<file path="src/rtl/prog_ins_memory.sv">
// Program instruction store: a sequencer loads a full program through a
// valid/ready port, then the core fetches instructions with 1-cycle latency.
module prog_ins_memory #(
  parameter int word_size  = 8,
  parameter int num_ins    = 16,
  parameter int index_size = 4
) (
  input  logic                  clk,
  input  logic                  rst_n,
  input  logic                  load_start,
  input  logic                  load_valid,
  input  logic [word_size-1:0]  load_data,
  output logic                  load_ready,
  output logic                  load_done,
  output logic [index_size:0]   load_count,
  input  logic                  fetch_en,
  input  logic [index_size-1:0] prog_count,
  output logic [word_size-1:0]  ins_val,
  output logic                  ins_valid,
  output logic                  fetch_err
);

  // state | meaning
  // IDLE  | after reset, memory all zero, fetches allowed
  // LOAD  | accepting program words at the write pointer, fetches ignored
  // RUN   | program loaded, fetches allowed
  typedef enum logic [1:0] {IDLE, LOAD, RUN} state_t;

  localparam logic [index_size:0]   NumInsW = (index_size+1)'(num_ins);
  localparam logic [index_size-1:0] LastIdx = index_size'(num_ins - 1);

  state_t                 state_q, state_d;
  logic [index_size-1:0]  ptr_q, ptr_d;
  logic [index_size:0]    cnt_q, cnt_d;
  logic                   done_q, done_d;
  logic [word_size-1:0]   ins_q, ins_d;
  logic                   vld_q, vld_d;
  logic                   err_q, err_d;
  logic [word_size-1:0]   mem_q [num_ins];

  logic accept;
  logic fetch_ok;
  logic in_range;

  always_comb begin
    load_ready = (state_q == LOAD) && !load_start;
    accept     = load_ready && load_valid;
    state_d    = state_q;
    ptr_d      = ptr_q;
    cnt_d      = cnt_q;
    done_d     = 1'b0;
    // A restart takes priority: any word offered alongside it is dropped.
    if (load_start) begin
      state_d = LOAD;
      ptr_d   = '0;
      cnt_d   = '0;
    end else if (accept) begin
      ptr_d = ptr_q + 1'b1;
      cnt_d = cnt_q + 1'b1;
      if (ptr_q == LastIdx) begin
        state_d = RUN;
        done_d  = 1'b1;
      end
    end
  end

  always_comb begin
    in_range = {1'b0, prog_count} < NumInsW;
    fetch_ok = fetch_en && (state_q != LOAD);
    vld_d    = fetch_ok;
    ins_d    = ins_q;
    err_d    = err_q;
    if (fetch_ok) begin
      err_d = !in_range;
      ins_d = in_range ? mem_q[prog_count] : '0;
    end
  end

  always_ff @(posedge clk or negedge rst_n) begin
    if (!rst_n) begin
      state_q <= IDLE;
      ptr_q   <= '0;
      cnt_q   <= '0;
      done_q  <= 1'b0;
      ins_q   <= '0;
      vld_q   <= 1'b0;
      err_q   <= 1'b0;
    end else begin
      state_q <= state_d;
      ptr_q   <= ptr_d;
      cnt_q   <= cnt_d;
      done_q  <= done_d;
      ins_q   <= ins_d;
      vld_q   <= vld_d;
      err_q   <= err_d;
    end
  end

  always_ff @(posedge clk or negedge rst_n) begin
    if (!rst_n) begin
      for (int i = 0; i < num_ins; i++) mem_q[i] <= '0;
    end else if (accept) begin
      mem_q[ptr_q] <= load_data;
    end
  end

  assign load_done  = done_q;
  assign load_count = cnt_q;
  assign ins_val    = ins_q;
  assign ins_valid  = vld_q;
  assign fetch_err  = err_q;

endmodule
</file>
<file path="config.mk">
export PLATFORM = sky130hd
export DESIGN_NAME = prog_ins_memory
export DESIGN_NICKNAME = d
export VERILOG_FILES = /design/src/rtl/prog_ins_memory.sv
export SDC_FILE = /design/constraint.sdc
export NUM_CORES = 1
export LEC_CHECK = 0
export BUFFER_PORTS_ARGS = -buffer_cell sky130_fd_sc_hd__buf_4
export CAP_MARGIN = 25
export CELL_PAD_IN_SITES_DETAIL_PLACEMENT = 1
export CELL_PAD_IN_SITES_GLOBAL_PLACEMENT = 2
export CORE_UTILIZATION = 40
export CTS_CLUSTER_DIAMETER = 80
export DETAILED_ROUTE_END_ITERATION = 10
export GPL_ROUTABILITY_DRIVEN = 0
export PLACE_DENSITY = 0.81
export SETUP_SLACK_MARGIN = 0.2
export SLEW_MARGIN = 5
export SYNTH_ARGS = -nofsm -noshare
export SYNTH_HDL_FRONTEND = slang
export SYNTH_SLANG_ARGS = --single-unit
export TNS_END_PERCENT = 50
</file>
<file path="constraint.sdc">
create_clock -name clk -period 1.9 [get_ports clk]
set_input_delay 0.285 -clock clk [delete_from_list [all_inputs] [get_ports clk]]
set_output_delay 0.285 -clock clk [all_outputs]
set_load 0.01 [all_outputs]
</file>
==> results.toml, run 1 <==
[finish]
multi_input_area_um2 = 3030
antenna_cells = 0
final_nets = 508
finish.instance_area_um2 = 8080
nFillCells = 1601
seq_area_um2 = 3730
fin_util = 0.486
layout.cells.non_filler = 717
layout-drive-gt1-share = 0.519
areaGrowthSynthToFinish_pct = 17.9

[worst_setup_path]
r2r-start = "state_q[1]"
start_kind = "register"
reg2reg_slack_ns = 0.24
end_kind = "register"
worstPathCellList = "and4bb_2 > and2_2 > nand3_4 > mux2_2"
critPathMaxStageDelay_ns = 0.39
critPathTopFamily = "simple AND/OR/NAND/NOR gates"
path_buf_inv = 0
r2r-end = "mem_q[18]"
cp.arrival_ns = 1.96
cp.required_ns = 2.20
cpMaxStageDelayCell = "dfrtp_1"
crit_fanout = 8
crit_type = "register to register"
rr_worst_depth = 4

[placed_design]
portBuffers = 32
dpl.hpwl_um = 10600
placed_cell_area_um2 = 7420
dp.cells = 686

[timing]
finalCriticalPeriod_ns = 1.66
fmax_mhz = 601
hold_ws_ns = 0.224
period_share = 0.875
relSlewSlack = 0.647
drv_slew = 0
fin_skew_ns = 0.00626
tns_ns = 0
finalSetupViolations = 0
rsz0062_at_grt = "yes"
hold_viol_final = 0
worst_pin_slew_ns = 0.529

[routing]
final_antenna_net_count = 0
initialDrtViolationCount = 181
drt_pass1_iterations = 4
route.detailed.drc = 0
wl_per_cell_um = 22.2
vias = 3878
via_per_inst = 5.41
wirelength_um = 15900

[synthesis]
synth_top_area_cell = "dfrtp_1"
synth_seq_cells = 149
synthArstFlopShare = 1.00
synth_cell_types = 38
synth_edf_count = 0
synthTopCellsByCount = "dfrtp_1, mux2_2, mux4_2"
yosysMostFrequentCell = "dfrtp_1"
synth-seq-area-share = 0.544
synth.area.top_cells = "dfrtp_1, mux2_2, mux4_2"
synth.net_count = 466
synth_warnings = 0
synth_top_cell_area_share = 0.544
synth_area_per_cell_um2 = 15.4
synth_area_um2 = 6850
synth_cells = 444
synth_ff_type = "dfrtp_1"

[clock_network]
post_cts_buffers = 0
clk_latency_ns = 0.42
cts_tree = "built"
ctsHtreeMaxLevel = 4
clock_path_buffers = 2
numCtsBuffers = 17
clockRootBuffer = "clkbuf_16"
clk_pin_slew_ns = 0.06
cts.sinks = 149

[worst_hold_path]
hold_class = "input port to register"
hp-start = "load_start"
hold_path_depth = 3
min_to = "load_count[1]"

[pwr]
peakVddDrop_v = 0.000723
power.density_nw_per_um2 = 891
leakage_nw = 4.03

[global_routing]
antenna_found_initial = 0
grt_pass1_wl_um = 26100
grt_max_degree = 50
grt_overflow = 0
grt_usage = 0.201
grt_pass1_vias = 4457

[floorplanning]
fp.dieArea_um2 = 17700
die_h_um = 133
core_area_um2 = 16600
initial_core_util = 0.412
ios = 34
row_count = 47
die_w_um = 133

[outcome]
status = "finished, final reports clean"

[job]
cap_violations = 0
-- per-layer routing --
| metal | part of all wire | vias up | global-route usage |
|---|---|---|---|
| met5 | 0 | - | 0 |
| met4 | 0.015 | 0 | 0.0747 |
| met3 | 0.019 | 16 | 0.0444 |
| met2 | 0.51 | 45 | 0.325 |
| met1 | 0.46 | 2089 | 0.264 |
| li1 | - | 1728 | - |
-- worst reg2reg max path: cells and delay by family (launching register included) --
family,cells,cell delay (ns)
muxes,1,0.34
and+or+nand+nor,3,0.81
DFF,1,0.39
-- sequential cells by signal, indices dropped and copies added, names as in the netlist --
| name | flops |
|---|---|
| state_q | 2 |
| load_done | 1 |
| load_count | 5 |
| ins_val | 8 |
| ins_valid | 1 |
| mem_q | 128 |
| ptr_q | 4 |
-- placed cells by master, fill, tap and decap left out, types with 9 or more instances in the layout --
cell type  instances
dfrtp_1          148
mux2_2           120
buf_4             44
mux4_2            27
clkbuf_16         17
mux2i_1           16
nand2_4           12
nor2_1             9
-- power breakdown --
part / internal [W] / switching [W] / total (W)
logic: 0.000350 / 0.000301 / 0.000651
clock network: 0.00188 / 0.00120 / 0.00308
registers: 0.00337 / 0.000108 / 0.00348
total: 0.00560 / 0.00161 / 0.00720
-- metrics by stage --
step | power [W] | setup WS (ns)
detailed placement | 0.00417 | 0.0335
floorplan | 0.00391 | 0.336
CTS | 0.00729 | 0.134
finish | 0.00720 | 0.237
global placement | 0.00413 | 0.0610
global route | 0.00750 | 0.179
-- worst max-delay path by stage --
stage	from	to	slack (ns)	cells after the start
2_1_floorplan	state_q[1]	mem_q[0]	0.34	6
3_3_place_gp	load_start	mem_q[11]	0.06	5
3_5_place_dp	prog_count[1]	ins_val[3]	0.03	6
4_1_cts	state_q[1]	mem_q[18]	0.13	4
5_1_grt	state_q[1]	mem_q[102]	0.18	5
6_report	state_q[1]	mem_q[18]	0.24	4
-- repair_timing --
item	4_1_cts	5_1_grt
hold endpoints to repair	45	0
gates resized for setup	11	18
pin swaps	0	3
hold buffers	1	0
setup endpoints to repair	113	128
-- layout make-up --
type                       count  area share
tap                          220      0.0341
inverter                       5     0.00232
clock inverter                 5     0.00619
timing repair buffer          53      0.0608
sequential                   149       0.462
clock buffer                  25      0.0601
multi-input combinational    260       0.375
-- cell families after synthesis --
logic type	share of synthesized area
compound gates	0.0193
xor+xnor	0.00639
fa+ha+maj	0.00913
buf+inv	0.0305
flops	0.544
mux	0.345
other cells	0.000547
simple gates	0.0453
(Power assumes the default switching activity.)
==> inputs of run 2 (changes only) <==
--- a/config.mk
+++ b/config.mk
@@ -9,11 +9,10 @@
 export CAP_MARGIN = 25
 export CELL_PAD_IN_SITES_DETAIL_PLACEMENT = 1
 export CELL_PAD_IN_SITES_GLOBAL_PLACEMENT = 2
-export CORE_UTILIZATION = 40
-export CTS_CLUSTER_DIAMETER = 80
+export CORE_UTILIZATION = 45
 export DETAILED_ROUTE_END_ITERATION = 10
 export GPL_ROUTABILITY_DRIVEN = 0
-export PLACE_DENSITY = 0.81
+export PLACE_DENSITY = 0.88
 export SETUP_SLACK_MARGIN = 0.2
 export SLEW_MARGIN = 5
 export SYNTH_ARGS = -nofsm -noshare
==> results.toml, run 2 (synthesis results as in run 1) <==
[pwr]
combPwrFrac = 0.086
p_clk_frac = 0.444
swShare = 0.226
leakage_nw = 4.00
intPower_w = 0.00573
peakVddDrop_v = 0.000672
power.density_nw_per_um2 = 919
p_switching_w = 0.00167
p_total_w = 0.00740
seqPwrFrac = 0.470

[floorplanning]
ios = 34
initial_core_util = 0.466
die_h_um = 125
fp.dieArea_um2 = 15700
core_area_um2 = 14700
row_count = 44
die_w_um = 125

[placed_design]
dp.cells = 647
dpl.hpwl_um = 10800
portBuffers = 32
placed_cell_area_um2 = 7340

[worst_setup_path]
start_kind = "register"
critPathMaxStageDelay_ns = 0.42
crit_fanout = 8
end_kind = "register"
cpMaxStageDelayCell = "dfrtp_1"
cp.required_ns = 2.20
cp.arrival_ns = 2.02
crit_type = "register to register"
worstPathCellList = "and4bb_2 > and2_2 > nand2_2 > mux2_2"

[global_routing]
grt_pass1_vias = 4495
grt_pass1_wl_um = 26200
antenna_found_initial = 0
grt_max_degree = 61
grt_overflow = 0
grt_usage = 0.228

[routing]
drt_pass1_iterations = 6
wl_per_cell_um = 23.7
wirelength_um = 16200
route.detailed.drc = 0
initialDrtViolationCount = 168
vias = 3913
final_antenna_net_count = 0
via_per_inst = 5.73

[worst_hold_path]
hold_class = "input port to register"

[clock_network]
clk_pin_slew_ns = 0.06
ctsHtreeMaxLevel = 4
clock_path_buffers = 2
cts.sinks = 149
numCtsBuffers = 17
clockRootBuffer = "clkbuf_16"
cts_tree = "built"
clk_latency_ns = 0.43

[timing]
hold_viol_final = 0
relSlewSlack = 0.603
worst_pin_slew_ns = 0.595
rsz0062_at_grt = "yes"
fin_skew_ns = 0.0157
drv_slew = 0
fmax_mhz = 581
finalSetupViolations = 0
finalCriticalPeriod_ns = 1.72
period_share = 0.905

[outcome]
status = "finished, final reports clean"

[finish]
finish.instance_area_um2 = 8060
final_common_cell = "dfrtp_1"
layout-drive-gt1-share = 0.523
final_nets = 508
final_cell_mix = "dfrtp_1, mux2_2, buf_4"
regMostFlops = "mem_q"
antenna_cells = 0
largest_reg_flops = 128
seq_area_um2 = 3730
nFillCells = 1369
multi_input_area_um2 = 3020
layout.cells.non_filler = 683
areaGrowthSynthToFinish_pct = 17.6

[job]
cap_violations = 0
-- run 2: power groups by stage --
stage,sequential [W],clock (W),combinational (W)
finish,0.00348,0.00329,0.000638
detailed placement,0.00353,0,0.000637
CTS,0.00348,0.00336,0.000647
global route,0.00350,0.00347,0.000695
floorplan,0.00349,0,0.000418
global placement,0.00351,0,0.000604
-- run 2: final cells by class --
class                           instances  area share
Sequential cell                       149       0.463
Clock inverter                         10      0.0129
Multi-Input combinational cell        260       0.375
Timing Repair Buffer                   53      0.0599
Clock buffer                           22      0.0588
Tap cell                              184      0.0286
Inverter                                5     0.00233
-- run 2: per-stage QoR --
step,hold slack [ns],setup slack (ns),TNS (ns),utilization
2_1_floorplan,-0.0106,0.336,0,-
3_3_place_gp,0.296,0.0331,0,0.499
3_5_place_dp,0.306,-0.00337,-0.00337,0.499
4_1_cts,0.201,0.160,0,0.545
5_1_grt,0.227,0.123,0,0.548
6_report,0.220,0.180,0,0.548
-- run 2: path summary, 6_finish.rpt --
check                                 from  slack, ns  cells after the start            end
worst min-delay path            load_start       0.22                      3  load_count[0]
worst max-delay path            state_q[0]       0.18                      4      mem_q[90]
worst min register to register   mem_q[11]       0.50                      1      mem_q[11]
max in group asynchronous            rst_n       0.81                      3      mem_q[21]
worst max register to register  state_q[0]       0.18                      4      mem_q[90]
min in group asynchronous            rst_n       0.41                      2      mem_q[86]
-- run 2: per-layer routing --
layer	wire length, um	vias to the layer above	GRT usage
met5	0	-	0
met3	489	17	0.0569
met2	8380	61	0.384
met4	253	0	0.0696
met1	7040	2118	0.291
li1	-	1717	-
-- run 2: worst max-delay path: cells and delay by family (launching register included) --
family        cells  cell delay (ns)
mux               1             0.37
flops             1             0.42
simple gates      3             0.79
-- run 2: repair_timing --
action                                  CTS  global route
gates cloned                              0             0
resized for setup                        16            10
endpoints found under the setup margin  125            94
pin swaps                                 1             3
endpoints found under the hold margin    55             0
hold buffers                              1             0
buffers inserted                          0             3
==> inputs of run 3 (changes only) <==
==> config.mk (replaced) <==
export PLATFORM = sky130hd
export DESIGN_NAME = prog_ins_memory
export DESIGN_NICKNAME = d
export VERILOG_FILES = /design/src/rtl/prog_ins_memory.sv
export SDC_FILE = /design/constraint.sdc
export NUM_CORES = 1
export LEC_CHECK = 0
export BUFFER_PORTS_ARGS = -buffer_cell sky130_fd_sc_hd__buf_2
export CAP_MARGIN = 25
export CELL_PAD_IN_SITES_DETAIL_PLACEMENT = 1
export CELL_PAD_IN_SITES_GLOBAL_PLACEMENT = 2
export CORE_UTILIZATION = 35
export DETAILED_ROUTE_END_ITERATION = 10
export GPL_ROUTABILITY_DRIVEN = 0
export PLACE_DENSITY = 0.73
export SETUP_SLACK_MARGIN = 0.2
export SLEW_MARGIN = 5
export SYNTH_ARGS = -nofsm -noshare
export SYNTH_HDL_FRONTEND = slang
export SYNTH_SLANG_ARGS = --single-unit
==> results.toml, run 3 (synthesis results as in run 1) <==
[timing]
rsz0062_at_grt = "yes"
finalCriticalPeriod_ns = 1.70
fin_skew_ns = 0.00727
fmax_mhz = 589
hold_viol_final = 0
finalSetupViolations = 0
period_share = 0.893
worst_pin_slew_ns = 0.518
hold_ws_ns = 0.222
tns_ns = 0
drv_slew = 0
relSlewSlack = 0.654

[routing]
initialDrtViolationCount = 187
wl_per_cell_um = 22.3
vias = 3940
wirelength_um = 17100
final_antenna_net_count = 0
route.detailed.drc = 0
drt_pass1_iterations = 4
via_per_inst = 5.13

[worst_hold_path]
min_to = "ptr_q[3]"
hp-start = "load_start"
hold_path_depth = 3
hold_class = "input port to register"

[floorplanning]
ios = 34
core_area_um2 = 19000
initial_core_util = 0.362
die_w_um = 142
row_count = 50
die_h_um = 142
fp.dieArea_um2 = 20100

[placed_design]
dpl.hpwl_um = 11200
portBuffers = 32
placed_cell_area_um2 = 7460
dp.cells = 730

[clock_network]
numCtsBuffers = 17
clock_path_buffers = 2
cts_tree = "built"
clk_latency_ns = 0.43
clockRootBuffer = "clkbuf_16"
ctsHtreeMaxLevel = 4
clk_pin_slew_ns = 0.06
cts.sinks = 149

[global_routing]
antenna_found_initial = 0
grt_overflow = 0
grt_max_degree = 50
grt_usage = 0.189
grt_pass1_wl_um = 27600
grt_pass1_vias = 4474

[worst_setup_path]
start_kind = "register"
rr_worst_depth = 6
end_kind = "register"
r2r-end = "mem_q[101]"
r2r-start = "ptr_q[0]"
cp.arrival_ns = 2.01
cp.required_ns = 2.21
path_buf_inv = 2
critPathTopFamily = "flip-flops"
crit_type = "register to register"
worstPathCellList = "buf_4 > ha_1 > and2_4 > buf_8 > nand2_4 > mux2_2"
crit_fanout = 8
cpMaxStageDelayCell = "dfrtp_1"
critPathMaxStageDelay_ns = 0.38
reg2reg_slack_ns = 0.20

[pwr]
peakVddDrop_v = 0.000586
leakage_nw = 4.06
power.density_nw_per_um2 = 920

[finish]
largest_reg_flops = 128
layout-drive-gt1-share = 0.541
nFillCells = 1885
antenna_cells = 0
final_nets = 517
final_common_cell = "dfrtp_1"
areaGrowthSynthToFinish_pct = 20.5
layout.cells.non_filler = 768
fin_util = 0.436
finish.instance_area_um2 = 8260
regMostFlops = "mem_q"
final_cell_mix = "dfrtp_1, mux2_2, buf_2"

[job]
cap_violations = 0

[outcome]
status = "finished, final reports clean"
-- run 3: changes by cell type in the layout (fill, tap and decap cells not counted), sizes merged --
| cell | before | now |
|---|---|---|
| clkinvlp | 0 | 4 |
| inv | 5 | 8 |
| buf | 52 | 61 |
| clkbuf | 22 | 18 |
| clkinv | 8 | 4 |
| bufinv | 2 | 3 |
-- run 3: power breakdown --
group          internal, W  switching, W
logic             0.000339      0.000299
registers          0.00337     0.0000971
clock network      0.00211       0.00139
total              0.00581       0.00178
-- run 3: metal layers --
| layer | global-route usage | share of wire |
|---|---|---|
| met5 | 0 | 0 |
| met4 | 0.0662 | 0.017 |
| met3 | 0.0340 | 0.027 |
| met2 | 0.321 | 0.52 |
| met1 | 0.243 | 0.44 |
-- run 3: metrics by stage --
| step | setup slack, ns | power [W] |
|---|---|---|
| final | 0.203 | 0.00760 |
| after global placement | 0.121 | 0.00411 |
| after CTS | 0.172 | 0.00768 |
| after floorplan | 0.336 | 0.00391 |
| after detailed placement | 0.0550 | 0.00415 |
| after global routing | 0.157 | 0.00788 |
-- run 3: worst max-delay path by stage --
| stage | from | end | slack, ns | depth (start not counted) |
|---|---|---|---|---|
| after detailed placement | state_q[1] | mem_q[12] | 0.05 | 4 |
| after CTS | state_q[1] | mem_q[12] | 0.17 | 4 |
| final | ptr_q[0] | mem_q[101] | 0.20 | 6 |
| after floorplan | state_q[1] | mem_q[0] | 0.34 | 6 |
| after global routing | ptr_q[0] | mem_q[101] | 0.16 | 6 |
| after global placement | prog_count[0] | ins_val[3] | 0.12 | 5 |
-- run 3: cell type report --
class | count | area, um2 | area share
flip-flops and latches | 149 | 3730 | 0.452
clock inverters | 14 | 174 | 0.0211
repair buffers | 62 | 531 | 0.0643
inverters | 5 | 18.8 | 0.00227
clock buffers | 18 | 439 | 0.0532
well taps | 260 | 325 | 0.0394
multi-input cells | 260 | 3040 | 0.368
-- run 3: worst reg2reg max path: cells and delay by family (launching register included) --
family	cells	cell delay, ns
flip-flops	1	0.38
multiplexers	1	0.37
AND/OR/NAND/NOR	2	0.33
buffers and inverters	2	0.29
adder cells (fa/ha/maj)	1	0.20
-- run 3: timing repair --
item                                    CTS  global route
pin swaps                                 1             5
endpoints found under the hold margin    45             0
resized for setup                        26             8
buffers inserted                          2             3
gates cloned                              0             0
hold buffers                              1             0
endpoints found under the setup margin  122            79
